--- src/rtl/spi_master_pkg.sv ---
// Shared types and widths for the SPI master.
// Used by the transfer sequencer and its interface.
package spi_master_pkg;

    localparam int SPI_DATA_W = 64;
    localparam int SPI_BC_W   = 3;
    localparam int SPI_DL_W   = 16;

    typedef enum logic [2:0] {
        ST_IDLE,
        ST_SETUP,
        ST_HIGH,
        ST_LOW,
        ST_HOLD
    } state_e;

endpackage

--- src/rtl/spi_xfer_ctrl_if.sv ---
// Register-block and pin bundle of the SPI transfer sequencer.
// master = sequencer view, slave = register block / pad view.
interface spi_xfer_ctrl_if;
    import spi_master_pkg::*;

    logic                  reg_clkgen_en;
    logic [SPI_DL_W-1:0]   reg_clkgen_dl;
    logic [SPI_BC_W-1:0]   reg_ctrl_bc;
    logic [SPI_DATA_W-1:0] reg_ctrl_tx_data;
    logic                  reg_ctrl_oe;
    logic                  reg_ctrl_tran;
    logic                  ctrl_reg_busy;
    logic [SPI_DATA_W-1:0] ctrl_reg_rx_data;
    logic                  ctrl_reg_rd_en;
    logic                  spi_sclk;
    logic                  spi_cs_n;
    logic                  spi_mosi;
    logic                  spi_mosi_oe;
    logic                  spi_miso;

    modport master (
        input  reg_clkgen_en, reg_clkgen_dl, reg_ctrl_bc,
        input  reg_ctrl_tx_data, reg_ctrl_oe, reg_ctrl_tran,
        input  spi_miso,
        output ctrl_reg_busy, ctrl_reg_rx_data, ctrl_reg_rd_en,
        output spi_sclk, spi_cs_n, spi_mosi, spi_mosi_oe
    );

    modport slave (
        output reg_clkgen_en, reg_clkgen_dl, reg_ctrl_bc,
        output reg_ctrl_tx_data, reg_ctrl_oe, reg_ctrl_tran,
        output spi_miso,
        input  ctrl_reg_busy, ctrl_reg_rx_data, ctrl_reg_rd_en,
        input  spi_sclk, spi_cs_n, spi_mosi, spi_mosi_oe
    );

endinterface

--- src/rtl/spi_half_div.sv ---
// SCLK half-period counter: ticks when count == dl, then wraps.
// Counter is DL_W wide; dl=all-ones wraps naturally without overflow.
module spi_half_div #(
    parameter int DL_W = 16
) (
    input  logic            clk,
    input  logic            rst,
    input  logic            clr,
    input  logic [DL_W-1:0] dl,
    output logic            tick
);

    logic [DL_W-1:0] cnt_q, cnt_d;

    assign tick = (cnt_q == dl);

    always_comb begin
        cnt_d = cnt_q + 1'b1;
        if (clr || tick)
            cnt_d = '0;
    end

    always_ff @(posedge clk or posedge rst) begin
        if (rst)
            cnt_q <= '0;
        else
            cnt_q <= cnt_d;
    end

endmodule

--- src/rtl/spi_xfer_ctrl.sv ---
// Mode-0 SPI frame sequencer (1..8 bytes, MSB first).
// All pin and register-block outputs come straight from flops.
module spi_xfer_ctrl
    import spi_master_pkg::*;
#(
    parameter int DATA_W = SPI_DATA_W,
    parameter int BC_W   = SPI_BC_W,
    parameter int DL_W   = SPI_DL_W
) (
    input  logic            sys_clk,
    input  logic            rst,
    spi_xfer_ctrl_if.master bus
);

    localparam int CNT_W = 7;

    state_e              state_q, state_d;
    logic [DL_W-1:0]     dl_lat_q, dl_lat_d;
    logic [CNT_W-1:0]    bit_cnt_q, bit_cnt_d;
    logic [DATA_W-1:0]   tx_sh_q, tx_sh_d;
    logic [DATA_W-1:0]   rx_sh_q, rx_sh_d;
    logic [DATA_W-1:0]   rx_data_q, rx_data_d;
    logic                busy_q, busy_d;
    logic                rd_en_q, rd_en_d;
    logic                sclk_q, sclk_d;
    logic                cs_n_q, cs_n_d;
    logic                oe_q, oe_d;
    logic                tick;
    logic                div_clr;
    logic [5:0]          tx_shamt;

    // Every transition happens on a tick, which already wraps the
    // counter, so only idling/aborting needs an explicit clear.
    assign div_clr  = (state_q == ST_IDLE) || !bus.reg_clkgen_en;
    assign tx_shamt = {~bus.reg_ctrl_bc, 3'b000};

    spi_half_div #(.DL_W(DL_W)) u_div (
        .clk  (sys_clk),
        .rst  (rst),
        .clr  (div_clr),
        .dl   (dl_lat_q),
        .tick (tick)
    );

    always_comb begin
        state_d   = state_q;
        dl_lat_d  = dl_lat_q;
        bit_cnt_d = bit_cnt_q;
        tx_sh_d   = tx_sh_q;
        rx_sh_d   = rx_sh_q;
        rx_data_d = rx_data_q;
        busy_d    = busy_q;
        rd_en_d   = 1'b0;
        sclk_d    = sclk_q;
        cs_n_d    = cs_n_q;
        oe_d      = oe_q;
        unique case (state_q)
            ST_IDLE: begin
                if (bus.reg_ctrl_tran && bus.reg_clkgen_en) begin
                    state_d   = ST_SETUP;
                    busy_d    = 1'b1;
                    cs_n_d    = 1'b0;
                    sclk_d    = 1'b0;
                    dl_lat_d  = bus.reg_clkgen_dl;
                    bit_cnt_d = {1'b0, bus.reg_ctrl_bc, 3'b000} + 7'd8;
                    tx_sh_d   = bus.reg_ctrl_tx_data << tx_shamt;
                    rx_sh_d   = '0;
                    oe_d      = bus.reg_ctrl_oe;
                end
            end
            ST_SETUP, ST_LOW: begin
                if (tick) begin
                    state_d = ST_HIGH;
                    sclk_d  = 1'b1;
                    rx_sh_d = {rx_sh_q[DATA_W-2:0], bus.spi_miso};
                end
            end
            ST_HIGH: begin
                if (tick) begin
                    bit_cnt_d = bit_cnt_q - 1'b1;
                    sclk_d    = 1'b0;
                    if (bit_cnt_q == 7'd1) begin
                        state_d = ST_HOLD;
                    end else begin
                        state_d = ST_LOW;
                        tx_sh_d = tx_sh_q << 1;
                    end
                end
            end
            ST_HOLD: begin
                if (tick) begin
                    state_d   = ST_IDLE;
                    cs_n_d    = 1'b1;
                    busy_d    = 1'b0;
                    oe_d      = 1'b0;
                    rd_en_d   = 1'b1;
                    rx_data_d = rx_sh_q;
                end
            end
            default: state_d = ST_IDLE;
        endcase
        if (state_q != ST_IDLE && !bus.reg_clkgen_en) begin
            state_d = ST_IDLE;
            cs_n_d  = 1'b1;
            sclk_d  = 1'b0;
            busy_d  = 1'b0;
            oe_d    = 1'b0;
            rd_en_d = 1'b0;
        end
    end

    always_ff @(posedge sys_clk or posedge rst) begin
        if (rst) begin
            state_q   <= ST_IDLE;
            dl_lat_q  <= '0;
            bit_cnt_q <= '0;
            tx_sh_q   <= '0;
            rx_sh_q   <= '0;
            rx_data_q <= '0;
            busy_q    <= 1'b0;
            rd_en_q   <= 1'b0;
            sclk_q    <= 1'b0;
            cs_n_q    <= 1'b1;
            oe_q      <= 1'b0;
        end else begin
            state_q   <= state_d;
            dl_lat_q  <= dl_lat_d;
            bit_cnt_q <= bit_cnt_d;
            tx_sh_q   <= tx_sh_d;
            rx_sh_q   <= rx_sh_d;
            rx_data_q <= rx_data_d;
            busy_q    <= busy_d;
            rd_en_q   <= rd_en_d;
            sclk_q    <= sclk_d;
            cs_n_q    <= cs_n_d;
            oe_q      <= oe_d;
        end
    end

    assign bus.ctrl_reg_busy    = busy_q;
    assign bus.ctrl_reg_rx_data = rx_data_q;
    assign bus.ctrl_reg_rd_en   = rd_en_q;
    assign bus.spi_sclk         = sclk_q;
    assign bus.spi_cs_n         = cs_n_q;
    assign bus.spi_mosi         = tx_sh_q[DATA_W-1];
    assign bus.spi_mosi_oe      = oe_q;

endmodule

--- src/flat_wrapper.sv ---
// flat-port wrapper written by rule: the top's interface ports become plain ports
module spi_xfer_ctrl_flat import spi_master_pkg::*;
#(
    parameter int DATA_W = SPI_DATA_W,
    parameter int BC_W   = SPI_BC_W,
    parameter int DL_W   = SPI_DL_W
)
  (sys_clk, rst, bus_reg_clkgen_en, bus_reg_clkgen_dl, bus_reg_ctrl_bc, bus_reg_ctrl_tx_data, bus_reg_ctrl_oe, bus_reg_ctrl_tran, bus_spi_miso, bus_ctrl_reg_busy, bus_ctrl_reg_rx_data, bus_ctrl_reg_rd_en, bus_spi_sclk, bus_spi_cs_n, bus_spi_mosi, bus_spi_mosi_oe);
  spi_xfer_ctrl_if bus_i ();
  input  logic sys_clk;
  input  logic rst;
  input wire logic [$bits(bus_i.reg_clkgen_en)-1:0] bus_reg_clkgen_en;
  input wire logic [$bits(bus_i.reg_clkgen_dl)-1:0] bus_reg_clkgen_dl;
  input wire logic [$bits(bus_i.reg_ctrl_bc)-1:0] bus_reg_ctrl_bc;
  input wire logic [$bits(bus_i.reg_ctrl_tx_data)-1:0] bus_reg_ctrl_tx_data;
  input wire logic [$bits(bus_i.reg_ctrl_oe)-1:0] bus_reg_ctrl_oe;
  input wire logic [$bits(bus_i.reg_ctrl_tran)-1:0] bus_reg_ctrl_tran;
  input wire logic [$bits(bus_i.spi_miso)-1:0] bus_spi_miso;
  output wire logic [$bits(bus_i.ctrl_reg_busy)-1:0] bus_ctrl_reg_busy;
  output wire logic [$bits(bus_i.ctrl_reg_rx_data)-1:0] bus_ctrl_reg_rx_data;
  output wire logic [$bits(bus_i.ctrl_reg_rd_en)-1:0] bus_ctrl_reg_rd_en;
  output wire logic [$bits(bus_i.spi_sclk)-1:0] bus_spi_sclk;
  output wire logic [$bits(bus_i.spi_cs_n)-1:0] bus_spi_cs_n;
  output wire logic [$bits(bus_i.spi_mosi)-1:0] bus_spi_mosi;
  output wire logic [$bits(bus_i.spi_mosi_oe)-1:0] bus_spi_mosi_oe;
  assign bus_i.reg_clkgen_en = bus_reg_clkgen_en;
  assign bus_i.reg_clkgen_dl = bus_reg_clkgen_dl;
  assign bus_i.reg_ctrl_bc = bus_reg_ctrl_bc;
  assign bus_i.reg_ctrl_tx_data = bus_reg_ctrl_tx_data;
  assign bus_i.reg_ctrl_oe = bus_reg_ctrl_oe;
  assign bus_i.reg_ctrl_tran = bus_reg_ctrl_tran;
  assign bus_i.spi_miso = bus_spi_miso;
  assign bus_ctrl_reg_busy = bus_i.ctrl_reg_busy;
  assign bus_ctrl_reg_rx_data = bus_i.ctrl_reg_rx_data;
  assign bus_ctrl_reg_rd_en = bus_i.ctrl_reg_rd_en;
  assign bus_spi_sclk = bus_i.spi_sclk;
  assign bus_spi_cs_n = bus_i.spi_cs_n;
  assign bus_spi_mosi = bus_i.spi_mosi;
  assign bus_spi_mosi_oe = bus_i.spi_mosi_oe;
  spi_xfer_ctrl #(.DATA_W(DATA_W), .BC_W(BC_W), .DL_W(DL_W)) u_core (.sys_clk(sys_clk), .rst(rst), .bus(bus_i));
endmodule
--- config.mk ---
export PLATFORM = sky130hd
export DESIGN_NAME = spi_xfer_ctrl_flat
export DESIGN_NICKNAME = d
export VERILOG_FILES = /design/src/rtl/spi_master_pkg.sv /design/src/rtl/spi_xfer_ctrl_if.sv /design/src/rtl/spi_half_div.sv /design/src/rtl/spi_xfer_ctrl.sv /design/src/flat_wrapper.sv
export SDC_FILE = /design/constraint.sdc
export NUM_CORES = 1
export LEC_CHECK = 0
export CAP_MARGIN = 10
export CORE_UTILIZATION = 30
export DETAILED_ROUTE_END_ITERATION = 7
export GPL_TIMING_DRIVEN = 1
export PLACE_DENSITY = 0.46
export SYNTH_ARGS = -nofsm -noshare
export SYNTH_HDL_FRONTEND = slang
export SYNTH_SLANG_ARGS = --single-unit
--- constraint.sdc ---
create_clock -name sys_clk -period 11.62 [get_ports sys_clk]
set_input_delay 2.324 -clock sys_clk [delete_from_list [all_inputs] [get_ports sys_clk]]
set_output_delay 2.324 -clock sys_clk [all_outputs]
set_load 0.02 [all_outputs]
==> qor.txt <==
run status: finished clean
met3 usage: 2.48%
H-tree depth: 1
Synth Instances: 1136
peak supply drop: 0.000116 V
reg2reg setup slack: 8.46 ns
post-DP HPWL: 21.5 mm
DRT antenna net count: 0
die width: 203 um
Hold Path Cell Cnt: 2
initial core utilization: 30.5%
Final period util: 40.9%
P_leak: 6.98 nW
clk root buf: clkbuf_16
Filler Cell Count: 3997
met2 Usage GRT: 23.0%
M1 GR Usage: 23.3%
Yosys reg bits: 239
n_diodes: 0
Worst Max-Slew Pin Slew: 1.11 ns
Initial DRC Count: 746
Critical Path Sink Type: flip-flop
Yosys cell types: 59
worst r2r src: u_core.u_div.cnt_q[9]
share of cells above drive strength 1: 16.2%
GPL Wtd Cong: 0.826
via count: 8905
final hold slack: 0.472 ns
clk buf depth: 3
worst hold path type: flip-flop to flip-flop
Max stage delay on crit path: 1.20 ns
DR WL/cell: 18.0 um
drt total wl: 32.4 mm
Hold EP: u_core.bus.spi_cs_n
Synth-to-Final Area Change: 23.6%
Pins Over Slew Limit: 0
most used flip-flop cell after synthesis: dfrtp_1
Max-Cap Viols: 0
maximum number of pins on one net before global-route repair: 134
Setup crit start kind: input port
r2r endpoint: u_core.tx_sh_q[32]
Clk Latency, worst-skew pair: 0.56 ns
number of synthesized flops with an enable pin: 0
Setup Skew: 0.0275 ns
Post-Syn Area per Cell: 10.7 um^2
Sum Neg Setup Slack: 0 ns
sequential-to-total area share from yosys stat: 49.3%
Die ar.: 41300 um^2
GRT Max-Usage Layer: met1
FMAX: 0.210 GHz
vias in the first global route: 8894
core area: 39800 um^2
Worst-path clk slew: 0.06 ns
Post-CTS Setup Bufs: 0
PostCTS Resize Cnt: 0
antenna violations before repair: 0
CP Data Required Time: 12.10 ns
RSZ-0062 raised after global routing: false
row cnt: 73
WP data arrival: 5.23 ns
DRT Pass-1 Iters: 8
Worst Reg-to-Reg Cells: 5
CTS buffer count: 28
Hold Vio Cnt, Final: 0
slew margin rel.: 25.8%
first-pass GRT wire length: 51.4 mm
Total Routing Usage GR: 15.7%
WS Path Type: input port to flip-flop
Worst setup startpoint: bus_reg_ctrl_bc[2]
worst hold path startpoint: u_core.bus.spi_cs_n
most frequent cells in the layout: 238 x dfrtp_1, 173 x nand2_1, 156 x clkdlybuf4s50_1
FFs w/ async S/R, synth: 100%
clk sinks: 239
most common cell after layout, fill and taps aside: dfrtp_1
multi-input logic area: 5490 um^2
CTS tree: yes
min Tclk post-route: 4.75 ns
port bufs: 158
Via density: 4.95
Post-Syn Nets: 1229
CP max FO: 33
Critical Path Slowest Stage Cell: clkdlybuf4s50_1
Chip Height: 203 um
Mapped Area: 12100 um^2
DRC errors left: 0
power density cells: 142 nW/um^2
Final Setup Violations: 0
YS warnings: 0
Reg area: 5980 um^2
Hold Buf Count CTS: 0
# nets final: 1349
Remaining Overflow, GRT: 0
I/O Pins: 159
Cell Chain, Critical Path: clkdlybuf4s50_1, and2_1, and3_1, a22o_1, a21boi_0, o32a_1
-- synth_stat cells, types with 5 or more instances --
library cell,instances,area [um^2]
a211oi_1,6,45.0
a21oi_1,25,125
a221o_1,19,190
a222oi_1,8,80.1
a22oi_1,30,225
and3_1,20,125
buf_1,6,22.5
buf_2,17,85.1
buf_4,10,75.1
buf_6,7,78.8
clkbuf_1,40,150
dfrtp_1,238,5960
inv_1,73,274
mux2_2,81,912
mux2_4,49,736
mux2i_1,78,781
nand2_1,173,649
nand2b_1,11,68.8
nand3_1,13,65.1
nand4_1,5,31.3
nor2_1,58,218
nor3_1,19,95.1
o21ai_0,35,175
o221a_2,5,56.3
o22ai_1,29,181
xnor2_1,9,78.8
xor2_1,22,193
-- sequential cells by signal, indices dropped and copies added, names as in the netlist --
| name | count |
|---|---|
| u_core.bus.ctrl_reg_rd_en | 1 |
| u_core.bus.ctrl_reg_busy | 1 |
| u_core.u_div.cnt_q | 16 |
| u_core.state_q | 3 |
| u_core.tx_sh_q | 64 |
| u_core.bus.spi_cs_n | 1 |
| u_core.bit_cnt_q | 7 |
| u_core.bus.spi_mosi_oe | 1 |
| u_core.bus.ctrl_reg_rx_data | 64 |
| u_core.rx_sh_q | 64 |
| u_core.bus.spi_sclk | 1 |
| u_core.dl_lat_q | 16 |
-- per-stage QoR --
stage	power [mW]	worst slack, ns	utilization (%)	instances	instance area, um^2
after floorplan	1.15	2.74	-	1136	12100
after global placement	1.27	6.42	35.3	1750	14100
after detailed placement	1.27	6.38	35.3	1750	14100
after CTS	2.16	6.96	37.6	1798	15000
after global routing	2.23	6.75	37.7	1799	15000
final	2.13	6.87	37.7	1799	15000
-- final cells by class --
cell class	instances	area share [%]
clock buffer	41	5.39
clock inverter	7	0.642
inverter	73	1.88
multi-input combinational	743	36.6
sequential	239	39.9
tap	525	4.38
timing repair buffer	171	11.3
-- kinds of logic after synthesis --
| group | synth area share (%) |
|---|---|
| adders and majority gates | 0.412 |
| xor gates and xnor gates | 2.24 |
| buffers and inverters | 5.69 |
| AOI/OAI and AO/OA | 10.3 |
| DFF | 49.3 |
| and+or+nand+nor | 12.0 |
| muxes | 20.0 |
-- critical path: cells and delay by family --
kind                   cells  cell delay [ns]
AO/OA/AOI/OAI              3             0.57
AND/OR/NAND/NOR            2             1.14
buffers and inverters      1             1.20
-- worst max-delay path by stage --
stage | end | depth (start not counted) | slack [ns]
floorplan | u_core.bit_cnt_q[0] | 1 | 2.74
global placement | u_core.bit_cnt_q[6] | 6 | 6.42
detailed placement | u_core.bit_cnt_q[6] | 6 | 6.38
CTS | u_core.bit_cnt_q[6] | 6 | 6.96
global route | u_core.bit_cnt_q[6] | 6 | 6.75
finish | u_core.bit_cnt_q[6] | 6 | 6.87
-- per-layer routing --
| metal | share of wire [%] | vias up |
|---|---|---|
| met5 | 0 | - |
| met4 | 2.3 | 0 |
| met3 | 5.2 | 44 |
| met2 | 43 | 269 |
| met1 | 50 | 4370 |
| li1 | - | 4222 |
-- power by group --
group	total [mW]	internal (mW)	leakage, nW	switching, mW
Clock	0.870	0.523	0.447	0.347
Combinational	0.300	0.143	3.37	0.157
Sequential	0.957	0.908	3.16	0.0493
Total	2.13	1.57	6.98	0.554
Power figures use the tool's default switching activity.
